$ cat config.mk
export PLATFORM = sky130hd
export DESIGN_NAME = mdio_master_flat
export DESIGN_NICKNAME = d
export VERILOG_FILES = /design/src/rtl/mdio_pkg.sv /design/src/rtl/mdio_master_if.sv /design/src/rtl/mdc_clock_gen.sv /design/src/rtl/mdio_master.sv /design/src/flat_wrapper.sv
export SDC_FILE = /design/constraint.sdc
export NUM_CORES = 1
export LEC_CHECK = 0
export CORE_ASPECT_RATIO = 0.5
export CORE_MARGIN = 4
export CORE_UTILIZATION = 25
export DETAILED_ROUTE_END_ITERATION = 12
export PLACE_DENSITY = 0.49
export SYNTH_ARGS = -nofsm -noshare
export SYNTH_HDL_FRONTEND = slang
export SYNTH_SLANG_ARGS = --single-unit
$ cat constraint.sdc
create_clock -name clock -period 5.27 [get_ports clock]
set_input_delay 1.054 -clock clock [delete_from_list [all_inputs] [get_ports clock]]
set_output_delay 1.054 -clock clock [all_outputs]
set_load 0.02 [all_outputs]
$ cat src/rtl/mdio_pkg.sv
// mdio_pkg: clause-22 MDIO frame constants and master state encoding
package mdio_pkg;
  typedef enum logic [2:0] {IDLE, PREAMBLE, HDR, TA, DATA, IDLE_BIT} mdio_state_t;
  localparam logic [1:0] MDIO_ST    = 2'b01;
  localparam logic [1:0] MDIO_OP_WR = 2'b01;
  localparam logic [1:0] MDIO_OP_RD = 2'b10;
  localparam int MDIO_HDR_BITS  = 14;
  localparam int MDIO_DATA_BITS = 16;
endpackage

$ cat src/rtl/mdio_master_if.sv
// mdio_master_if: register request/response channel between a configuration controller and the MDIO master
interface mdio_master_if;
  logic        req_valid;
  logic        req_ready;
  logic        req_write;
  logic [4:0]  req_phy_addr;
  logic [4:0]  req_reg_addr;
  logic [15:0] req_wdata;
  logic        rsp_valid;
  logic [15:0] rsp_rdata;
  logic        rsp_error;
  modport master (
    output req_valid, req_write, req_phy_addr, req_reg_addr, req_wdata,
    input  req_ready, rsp_valid, rsp_rdata, rsp_error
  );
  modport slave (
    input  req_valid, req_write, req_phy_addr, req_reg_addr, req_wdata,
    output req_ready, rsp_valid, rsp_rdata, rsp_error
  );
endinterface

$ cat src/rtl/mdc_clock_gen.sv
// mdc_clock_gen: MDC divider with one-cycle rise/fall strobes, parked low while disabled
module mdc_clock_gen #(
  parameter int CLK_DIV = 50
) (
  input  logic clock,
  input  logic reset_n,
  input  logic en,
  output logic mdc,
  output logic rise,
  output logic fall
);
  localparam int W = $clog2(CLK_DIV);
  localparam logic [W-1:0] TOP = W'(CLK_DIV - 1);
  logic [W-1:0] cnt;
  logic wrap;
  assign wrap = en && cnt == TOP;
  assign rise = wrap && !mdc;
  assign fall = wrap && mdc;
  always_ff @(posedge clock or negedge reset_n)
    if (!reset_n) begin
      cnt <= '0;
      mdc <= 1'b0;
    end else begin
      cnt <= (wrap || !en) ? '0 : cnt + 1'b1;
      mdc <= en && (wrap ? !mdc : mdc);
    end
endmodule

$ cat src/rtl/mdio_master.sv
// mdio_master: serialises single clause-22 register reads/writes onto MDC/MDIO and returns read data
module mdio_master import mdio_pkg::*; #(
  parameter int CLK_DIV      = 50,
  parameter int PREAMBLE_LEN = 32
) (
  input  logic clock,
  input  logic reset_n,
  mdio_master_if.slave bus,
  output logic mdc,
  output logic mdio_o,
  output logic mdio_oe,
  input  logic mdio_i
);
  mdio_state_t state, state_n;
  logic [5:0]  bcnt, bcnt_n;
  logic [31:0] sreg, sreg_n, frame;
  logic [15:0] rdata, rdata_n;
  logic        wr_q, wr_n, err, err_n, mdo_n, oe_n;
  logic        rise, fall, accept, shift;

  function automatic logic [5:0] bits_of(mdio_state_t s);
    return s == PREAMBLE ? 6'(PREAMBLE_LEN - 1) :
           s == HDR      ? 6'(MDIO_HDR_BITS - 1) :
           s == TA       ? 6'd1 :
           s == DATA     ? 6'(MDIO_DATA_BITS - 1) : 6'd0;
  endfunction

  function automatic mdio_state_t succ(mdio_state_t s);
    return s == PREAMBLE ? HDR : s == HDR ? TA : s == TA ? DATA : s == DATA ? IDLE_BIT : IDLE;
  endfunction

  mdc_clock_gen #(.CLK_DIV(CLK_DIV)) u_mdc (
    .clock  (clock),
    .reset_n(reset_n),
    .en     (state != IDLE),
    .mdc    (mdc),
    .rise   (rise),
    .fall   (fall)
  );

  // completion is the falling edge that closes IDLE_BIT, so a new request can start on that very edge
  assign bus.rsp_valid = state == IDLE_BIT && fall && bcnt == 6'd0;
  assign bus.req_ready = state == IDLE || bus.rsp_valid;
  assign bus.rsp_rdata = rdata;
  assign bus.rsp_error = err;
  assign accept = bus.req_valid && bus.req_ready;
  assign frame  = {MDIO_ST, bus.req_write ? MDIO_OP_WR : MDIO_OP_RD, bus.req_phy_addr,
                   bus.req_reg_addr, 2'b10, bus.req_wdata};

  always_comb begin
    state_n = state;
    bcnt_n  = bcnt;
    sreg_n  = sreg;
    wr_n    = wr_q;
    rdata_n = rdata;
    err_n   = err;
    mdo_n   = mdio_o;
    oe_n    = mdio_oe;
    shift   = 1'b0;
    if (rise && !wr_q) begin
      err_n   = (state == TA && bcnt == 6'd0) ? mdio_i : err;
      rdata_n = state == DATA ? {rdata[14:0], mdio_i} : rdata;
    end
    if (accept) begin
      state_n = PREAMBLE_LEN == 0 ? HDR : PREAMBLE;
      bcnt_n  = bits_of(state_n);
      wr_n    = bus.req_write;
      rdata_n = '0;
      err_n   = 1'b0;
      oe_n    = 1'b1;
      mdo_n   = PREAMBLE_LEN == 0 ? frame[31] : 1'b1;
      sreg_n  = PREAMBLE_LEN == 0 ? frame << 1 : frame;
    end else if (fall) begin
      state_n = bcnt == 6'd0 ? succ(state) : state;
      bcnt_n  = bcnt == 6'd0 ? bits_of(state_n) : bcnt - 1'b1;
      shift   = state_n == HDR || state_n == TA || state_n == DATA;
      mdo_n   = shift ? sreg[31] : 1'b1;
      sreg_n  = shift ? sreg << 1 : sreg;
      oe_n    = state_n == PREAMBLE || state_n == HDR || (wr_q && shift);
    end
  end

  always_ff @(posedge clock or negedge reset_n)
    if (!reset_n) begin
      state   <= IDLE;
      bcnt    <= '0;
      sreg    <= '0;
      wr_q    <= 1'b0;
      rdata   <= '0;
      err     <= 1'b0;
      mdio_o  <= 1'b1;
      mdio_oe <= 1'b0;
    end else begin
      state   <= state_n;
      bcnt    <= bcnt_n;
      sreg    <= sreg_n;
      wr_q    <= wr_n;
      rdata   <= rdata_n;
      err     <= err_n;
      mdio_o  <= mdo_n;
      mdio_oe <= oe_n;
    end
endmodule
$ cat src/flat_wrapper.sv
// flat-port wrapper written by rule: the top's interface ports become plain ports
module mdio_master_flat import mdio_pkg::*;
#(
  parameter int CLK_DIV      = 50,
  parameter int PREAMBLE_LEN = 32
)
  (clock, reset_n, mdc, mdio_o, mdio_oe, mdio_i, bus_req_valid, bus_req_write, bus_req_phy_addr, bus_req_reg_addr, bus_req_wdata, bus_req_ready, bus_rsp_valid, bus_rsp_rdata, bus_rsp_error);
  mdio_master_if bus_i ();
  input  logic clock;
  input  logic reset_n;
  output logic mdc;
  output logic mdio_o;
  output logic mdio_oe;
  input  logic mdio_i;
  input wire logic [$bits(bus_i.req_valid)-1:0] bus_req_valid;
  input wire logic [$bits(bus_i.req_write)-1:0] bus_req_write;
  input wire logic [$bits(bus_i.req_phy_addr)-1:0] bus_req_phy_addr;
  input wire logic [$bits(bus_i.req_reg_addr)-1:0] bus_req_reg_addr;
  input wire logic [$bits(bus_i.req_wdata)-1:0] bus_req_wdata;
  output wire logic [$bits(bus_i.req_ready)-1:0] bus_req_ready;
  output wire logic [$bits(bus_i.rsp_valid)-1:0] bus_rsp_valid;
  output wire logic [$bits(bus_i.rsp_rdata)-1:0] bus_rsp_rdata;
  output wire logic [$bits(bus_i.rsp_error)-1:0] bus_rsp_error;
  assign bus_i.req_valid = bus_req_valid;
  assign bus_i.req_write = bus_req_write;
  assign bus_i.req_phy_addr = bus_req_phy_addr;
  assign bus_i.req_reg_addr = bus_req_reg_addr;
  assign bus_i.req_wdata = bus_req_wdata;
  assign bus_req_ready = bus_i.req_ready;
  assign bus_rsp_valid = bus_i.rsp_valid;
  assign bus_rsp_rdata = bus_i.rsp_rdata;
  assign bus_rsp_error = bus_i.rsp_error;
  mdio_master #(.CLK_DIV(CLK_DIV), .PREAMBLE_LEN(PREAMBLE_LEN)) u_core (.clock(clock), .reset_n(reset_n), .bus(bus_i), .mdc(mdc), .mdio_o(mdio_o), .mdio_oe(mdio_oe), .mdio_i(mdio_i));
endmodule
# Yosys cells after proc, flatten, opt, wreduce, memory -nomap -nowiden

Index checks and enable logic that the tools add are counted.

Add/subtract/negate cells: 2
Equal/unequal tests: 10
Mux-type cells: 31
Reductions and logical operators: 30

Operators with widths:

| kind                                                                  | count |
|---|---|
| 32-bit two-way mux                                                    | 3 |
| 16-bit two-way mux                                                    | 3 |
| 6-bit two-way mux                                                     | 7 |
| 3-bit two-way mux                                                     | 7 |
| 3-bit by 2-bit equality test with 1-bit output, second input constant | 4 |
| 1-bit logical AND                                                     | 10 |
| 2-bit nonzero test                                                    | 5 |
| 3-bit equality test, second input constant                            | 3 |
| 1-bit two-way mux                                                     | 9 |
| 6-bit by 1-bit adder with 6-bit output, second input constant         | 1 |
| 3-bit by 1-bit equality test with 1-bit output, second input constant | 2 |
| 6-bit equality test, second input constant                            | 1 |
| 6-bit logical NOT                                                     | 1 |
| 1-bit logical OR                                                      | 6 |
| 2-bit AND reduction                                                   | 3 |
| 6-bit by 1-bit subtractor with 6-bit output, second input constant    | 1 |
| 4-bit two-way mux                                                     | 1 |
| 1-bit logical NOT                                                     | 3 |
| 3-bit logical NOT                                                     | 1 |
| 3-bit nonzero test                                                    | 1 |
| 2-bit two-way mux                                                     | 1 |

Flip-flop bits (word level): 68
Word-level logic and storage cells: 83
Input port bits: 31

# Logic depth before layout (Yosys ltp)

Gate-level depths: netlist of the first run.

Depth after elaboration: 14
Depth in mapped cells: 14
Gate-level depth less buffers: 9

# Modules after synthesis

Synthesis of the first run repeated with hierarchy kept, for this count alone.

Cell total of the unflattened synthesis: 333
Area total of the unflattened synthesis: 3452.1 µm²

Modules (own cells, without submodules):

| module        | area each (µm²) | cells an instance | sequential area each (µm²) | instances |
|---|---|---|---|---|
| mdio_master   | 3096.7          | 302               | 1527.7                     | 1 |
| mdc_clock_gen | 355.3           | 31                | 175.2                      | 1 |

# Least setup slack after synthesis of the first run

OpenSTA, ideal clock, no wires.

Kind: flip-flop to output port
Start: reg u_core.state[2]
End: out bus_req_ready
Slack: 1.485 ns
Data required time: 4.216 ns
Arrival time: 2.731 ns
Stages on the path, launching flop included: 13
Path through: dfrtp_1 > clkbuf_1 > clkbuf_1 > clkbuf_1 > nor3_1 > nor2_1 > ha_1 > buf_2 > and3b_1 > clkbuf_1 > a31oi_2 > clkbuf_1 > nor2_1

Longest elaborated chain between the ends: 6
Elaborated cells on any way between the ends: 8
Those cells by class: eq/ne: 1; reduce/logical: 7

Ends and longest elaborated chain:

| item                            | line                | RTL |
|---|---|---|
| start, declared                 | mdio_master.sv:14   | `mdio_state_t state, state_n;` |
| start signal, assigned          | mdio_master.sv:94   | `state <= state_n;` |
| 3-bit nonzero test              | mdio_master.sv:35   | `.en (state != IDLE),` |
| 1-bit logical AND               | mdc_clock_gen.sv:16 | `assign wrap = en && cnt == TOP;` |
| 1-bit logical AND               | mdc_clock_gen.sv:18 | `assign fall = wrap && mdc;` |
| 1-bit logical AND (2 in series) | mdio_master.sv:42   | `assign bus.rsp_valid = state == IDLE_BIT && fall && bcnt == 6'd0;` |
| 1-bit logical OR *              | mdio_master.sv:43   | `assign bus.req_ready = state == IDLE \|\| bus.rsp_valid;` |
| end, declared                   | flat_wrapper.sv:20  | `output wire logic [$bits(bus_i.req_ready)-1:0] bus_req_ready;` |

Mark *: on every way between the ends. The rest lies on a longest branch, timed or not.

# Worst setup path in the final report of the first run

Start: reg u_core.state[0]
End: out bus_req_ready

Same word-level chain as after synthesis.

==> run metrics, run 1 <==
WL final=8.78 mm; FP Rows=30; fraction of layout cells with a size suffix above 1=7.59%; Worst-path clk slew=0.05 ns; Leak=1.75 nW; Final ANT Viol Nets=0; initial antenna violation count=0; Metal-1 WL=4.36 mm; first-pass GRT wire length=14.8 mm; Synth async-reset ratio=100%; chip width=175 um; Slew headroom=37.5%; Synth warnings=0; Worst Path Class, Setup=reg -> out; power per standard cell area=346 nW/um^2; Setup Buffers After CTS=0; root buf cell=clkbuf_16; status=complete, no violations; vias per cell=4.79; pins over their slew limit=0; Max H-tree Level=3; most used cell, CP=nor2_1; syn_nets=386; met2 WL=3.96 mm; cell area after synthesis=3480 um^2; post-layout util=32.8%; Max clock buf depth=2; largest net degree at the start of global routing=57; worst hold path class=reg -> reg; placed instance count=572; post-cts hold buffer count=0; Fmax=233 MHz; most frequent cells after synthesis=dfrtp_1, nand2_1, a221o_1, nor3b_1, a21oi_1; min Tclk post-route=4.29 ns; HPWL after DPL=5.82 mm; Worst Max-Slew Pin Slew=0.935 ns; Max Cap Violations=0; worst skew pair latency=0.33 ns; Required @ worst endpoint=4.22 ns; core box area=13600 um^2; initial cell density of the core=25.6%; Setup violations, final=0; Seq/Total Area, Yosys=48.9%; ANT cells=0; Max VDD drop=0.000185 V; GRT Util Overall=11.3%; cell breakdown of the critical path=nor3_1 -> nor2_1 -> ha_1 -> and3b_1 -> a31oi_2 -> nor2_1 -> clkdlybuf4s50_1; top-level port count=53; gr ovfl total=0; Worst Setup End Kind=output pin; unique cell type count in the Yosys netlist=56; top-count cell post-synth=dfrtp_1; DR DRC count=0; port bufs=52; largest cells by area after synthesis=dfrtp_1, a221o_1, nor3b_1; top_reg_cell synth=dfrtp_1; clk sinks=68; max layer used=met4; TritonCTS clock tree=yes; Finished Cell Area=4450 um^2; die area=16000 um^2; First-pass DRT Iterations=5; vias in the first global route=2857; Post-synth EDFFs=0; Final GP Congestion=0.778; total power draw=1.54 mW; CP arrival=3.23 ns; RSZ-0062 raised after global routing=false; routed len/inst=14.9 um; Syn Inst Count=349; crit start category=flip-flop; DR vias=2809; Synth area leader=dfrtp_1; fin cells=587; crit-path max FO=24; CP max stage delay=0.74 ns; Tcrit/Tclk final=81.3%; P&R area growth vs syn=28.0%; Post-CTS Resized=0; Slowest cell on crit path=dfrtp_1; met3 WL=411 um; die height=91.4 um; Mean Syn Cell Area=9.97 um^2; TritonCTS Buffers=9; area post-placement=4160 um^2; setup TNS=0 ns; Yosys reg bits=68; Layout Skew=0.00683 ns; Yosys top cell area share=48.2%; Final Hold Viols=0; DRT iter0 DRCs=304; filler instances=1416; # nets final=428
[cells in the final DEF, fill, tap and decap left out, types with 10 or more instances in the layout]
master	instances
a21oi_1	24
nor2_1	22
inv_1	10
nand2_1	41
o21ai_0	10
clkdlybuf4s50_1	51
nand3_1	10
nor3b_1	26
dfrtp_1	67
a221o_1	26
[flip-flops by register name (all words and copies together) (netlist names), 3 cells and up]
| signal | flops |
|---|---|
| u_core.bus.rsp_rdata | 16 |
| u_core.u_mdc.cnt | 6 |
| u_core.sreg | 32 |
| u_core.state | 3 |
| u_core.bcnt | 6 |
[kinds of logic after synthesis]
group,share of synthesized area (%)
AND/OR/NAND/NOR,21.9
AO/OA/AOI/OAI,20.6
flip-flops,48.9
buffers and inverters,4.49
adder cells (fa/ha/maj),2.16
XOR/XNOR,1.01
multiplexers,0.899
[area by class of cell]
cell class | count | area, um^2 | area share (%)
Sequential cell | 68 | 1700 | 38.2
Tap cell | 192 | 240 | 5.39
Clock inverter | 6 | 66.3 | 1.49
Timing Repair Buffer | 58 | 561 | 12.6
Multi-Input combinational cell | 244 | 1620 | 36.4
Clock buffer | 9 | 225 | 5.06
Inverter | 10 | 37.5 | 0.843
[metal layers]
layer  global-route usage [%]  up-vias
met5                        0        -
met4                     3.40        0
met3                     3.91        4
met2                     16.4       57
met1                     15.8     1367
li1                         -     1381
[metrics by stage]
stage               worst slack [ns]  hold slack, ns
CTS                            0.962           0.504
finish                         0.984           0.497
detailed placement              1.33           0.484
global placement                1.42           0.486
floorplan                       1.48           0.454
global route                   0.691           0.523
[worst max-delay path: cells and delay by family (launching register included)]
kind                     cells  cell delay, ns
flip-flops                   1            0.74
AO/OA/AOI/OAI                1            0.12
buffers and inverters        1            0.62
adder cells (fa/ha/maj)      1            0.55
AND/OR/NAND/NOR              4            0.86
[report_power, final]
group | internal, mW | switching (mW) | leakage [nW]
Combinational | 0.138 | 0.108 | 0.774
Sequential | 0.628 | 0.0791 | 0.846
Clock | 0.363 | 0.223 | 0.134
Total | 1.13 | 0.410 | 1.75
[path summary, 6_finish.rpt]
path | depth (start not counted) | slack, ns | start | end
worst max-delay path | 7 | 0.98 | u_core.state[0]$_DFFE_PN0P_ | bus_req_ready
worst min-delay path | 2 | 0.50 | u_core.sreg[31]$_DFFE_PN0P_ | u_core.mdio_o$_DFFE_PN1P_
worst max register to register | 7 | 1.64 | u_core.state[0]$_DFFE_PN0P_ | u_core.sreg[28]$_DFFE_PN0P_
worst min register to register | 2 | 0.50 | u_core.sreg[31]$_DFFE_PN0P_ | u_core.mdio_o$_DFFE_PN1P_
max in group asynchronous | 2 | 3.67 | reset_n | u_core.u_mdc.cnt[4]$_DFF_PN0_
min in group asynchronous | 1 | 0.59 | reset_n | u_core.sreg[10]$_DFFE_PN0P_
No activity file was read; power rests on OpenSTA's default activity.
==> run 2: changes to the inputs <==
Settings changed: PLACE_DENSITY 0.49 to 0.51.
Clock period 5.27 ns to 3.9 ns, I/O delays scaled along.
==> run 2 against run 1 <==
Register-to-register slack worse by 0.88 ns. Setup slack worse by 0.59 ns. Non-clock buffer count grew 5. Global-route usage rose by 0.36 points.
==> run metrics, run 2 (synthesis gave the netlist of run 1 again) <==
P&R area growth vs syn=29.3%; pins over their slew limit=0; DR DRC count=0; Worst-path clk slew=0.06 ns; Setup Buffers After CTS=0; WL final=8.92 mm; post-layout util=33.1%; FP Rows=30; die height=91.4 um; Layout Skew=0.00864 ns; DRT iter0 DRCs=324; Final Hold Viols=0; CP arrival=2.73 ns; Post-CTS Resized=0; Max H-tree Level=3; initial antenna violation count=0; Worst Max-Slew Pin Slew=0.696 ns; Final WS setup=0.391 ns; worst r2r src=u_core.state[1]$_DFFE_PN0P_; status=complete, no violations; Final ANT Viol Nets=0; Largest register FFs=32; crit start category=flip-flop; fraction of layout cells with a size suffix above 1=8.98%; Slew headroom=53.6%; power per standard cell area=459 nW/um^2; Required @ worst endpoint=3.12 ns; vias in the first global route=2802; TritonCTS clock tree=yes; RSZ-0062 raised after global routing=false; DR vias=2803; root buf cell=clkbuf_16; pre-CTS setup slack=0.750 ns; routed len/inst=15.0 um; top-level port count=53; setup TNS=0 ns; die area=16000 um^2; R2R Setup Slk=0.76 ns; Setup violations, final=0; worst hold path class=in -> async; post-cts hold buffer count=0; Worst Path Class, Setup=reg -> out; chip width=175 um; core box area=13600 um^2; most frequent cells in the layout=dfrtp_1, clkdlybuf4s50_1, nand2_1, nor3b_1, a221o_1; gr ovfl total=0; port bufs=52; clk sinks=68; worst skew pair latency=0.34 ns; Tcrit/Tclk final=90.0%; largest net degree at the start of global routing=53; # nets final=433; vias per cell=4.73; reg2reg end=u_core.sreg[28]$_DFFE_PN0P_; total power draw=2.06 mW; worst reg-to-reg path cell count=10; Max VDD drop=0.000205 V; Worst Setup End Kind=output pin; GRT Util Overall=11.7%; crit-path max FO=18; most common cell after layout, fill and taps aside=dfrtp_1; Leak=1.78 nW; First-pass DRT Iterations=5; Max clock buf depth=2; ANT cells=0; initial cell density of the core=25.6%; Biggest register=u_core.sreg; Final GP Congestion=0.803; min Tclk post-route=3.51 ns; TritonCTS Buffers=9; first-pass GRT wire length=15.1 mm; HPWL after DPL=6.09 mm; Fmax=285 MHz; Max Cap Violations=0
run 2: power by group:
group          total [mW]  internal (mW)  switching (mW)
Sequential          0.953          0.849           0.104
Combinational       0.338          0.190           0.148
Clock               0.772          0.451           0.321
run 2: routing by layer:
layer | track usage [%] | vias up | wire [um]
met5 | 0 | - | 0
met4 | 3.72 | 0 | 93
met3 | 3.29 | 8 | 331
met2 | 16.8 | 42 | 3950
met1 | 16.8 | 1369 | 4540
li1 | - | 1384 | -
run 2: worst max path at each step:
stage	slack [ns]	cells past startpoint	end	startpoint
6_report	0.39	8	bus_req_ready	u_core.state[1]$_DFFE_PN0P_
4_1_cts	0.37	8	bus_req_ready	u_core.state[1]$_DFFE_PN0P_
2_1_floorplan	0.39	12	bus_req_ready	u_core.state[2]$_DFFE_PN0P_
3_5_place_dp	0.75	8	bus_req_ready	u_core.state[1]$_DFFE_PN0P_
5_1_grt	0.22	8	bus_req_ready	u_core.state[1]$_DFFE_PN0P_
3_3_place_gp	0.83	8	bus_rsp_valid	u_core.u_mdc.cnt[1]$_DFF_PN0_
run 2: layout make-up:
class,count,area [um^2]
clock buffer,10,239
clock inverter,6,48.8
fill,1428,9090
inverter,10,37.5
multi-input combinational,244,1620
sequential,68,1700
tap,192,240
timing repair buffer,63,611
run 2: stage by stage:
stage | hold WS (ns) | cell area (um^2) | instances
after floorplan | 0.454 | 3480 | 349
after global placement | 0.483 | 4210 | 577
after detailed placement | 0.479 | 4210 | 577
after CTS | 0.354 | 4500 | 593
after global routing | 0.361 | 4500 | 593
final | 0.351 | 4500 | 593
run 2: worst max-delay path, stage by stage, from the launching register on:
cell and delay [ns]:
dfrtp_1 0.35, buf_4 0.18, nor3_1 0.42, nor2_1 0.14, ha_1 0.21, and3b_1 0.24, a31oi_2 0.22, nor2_1 0.08
clkdlybuf4s50_1 0.54
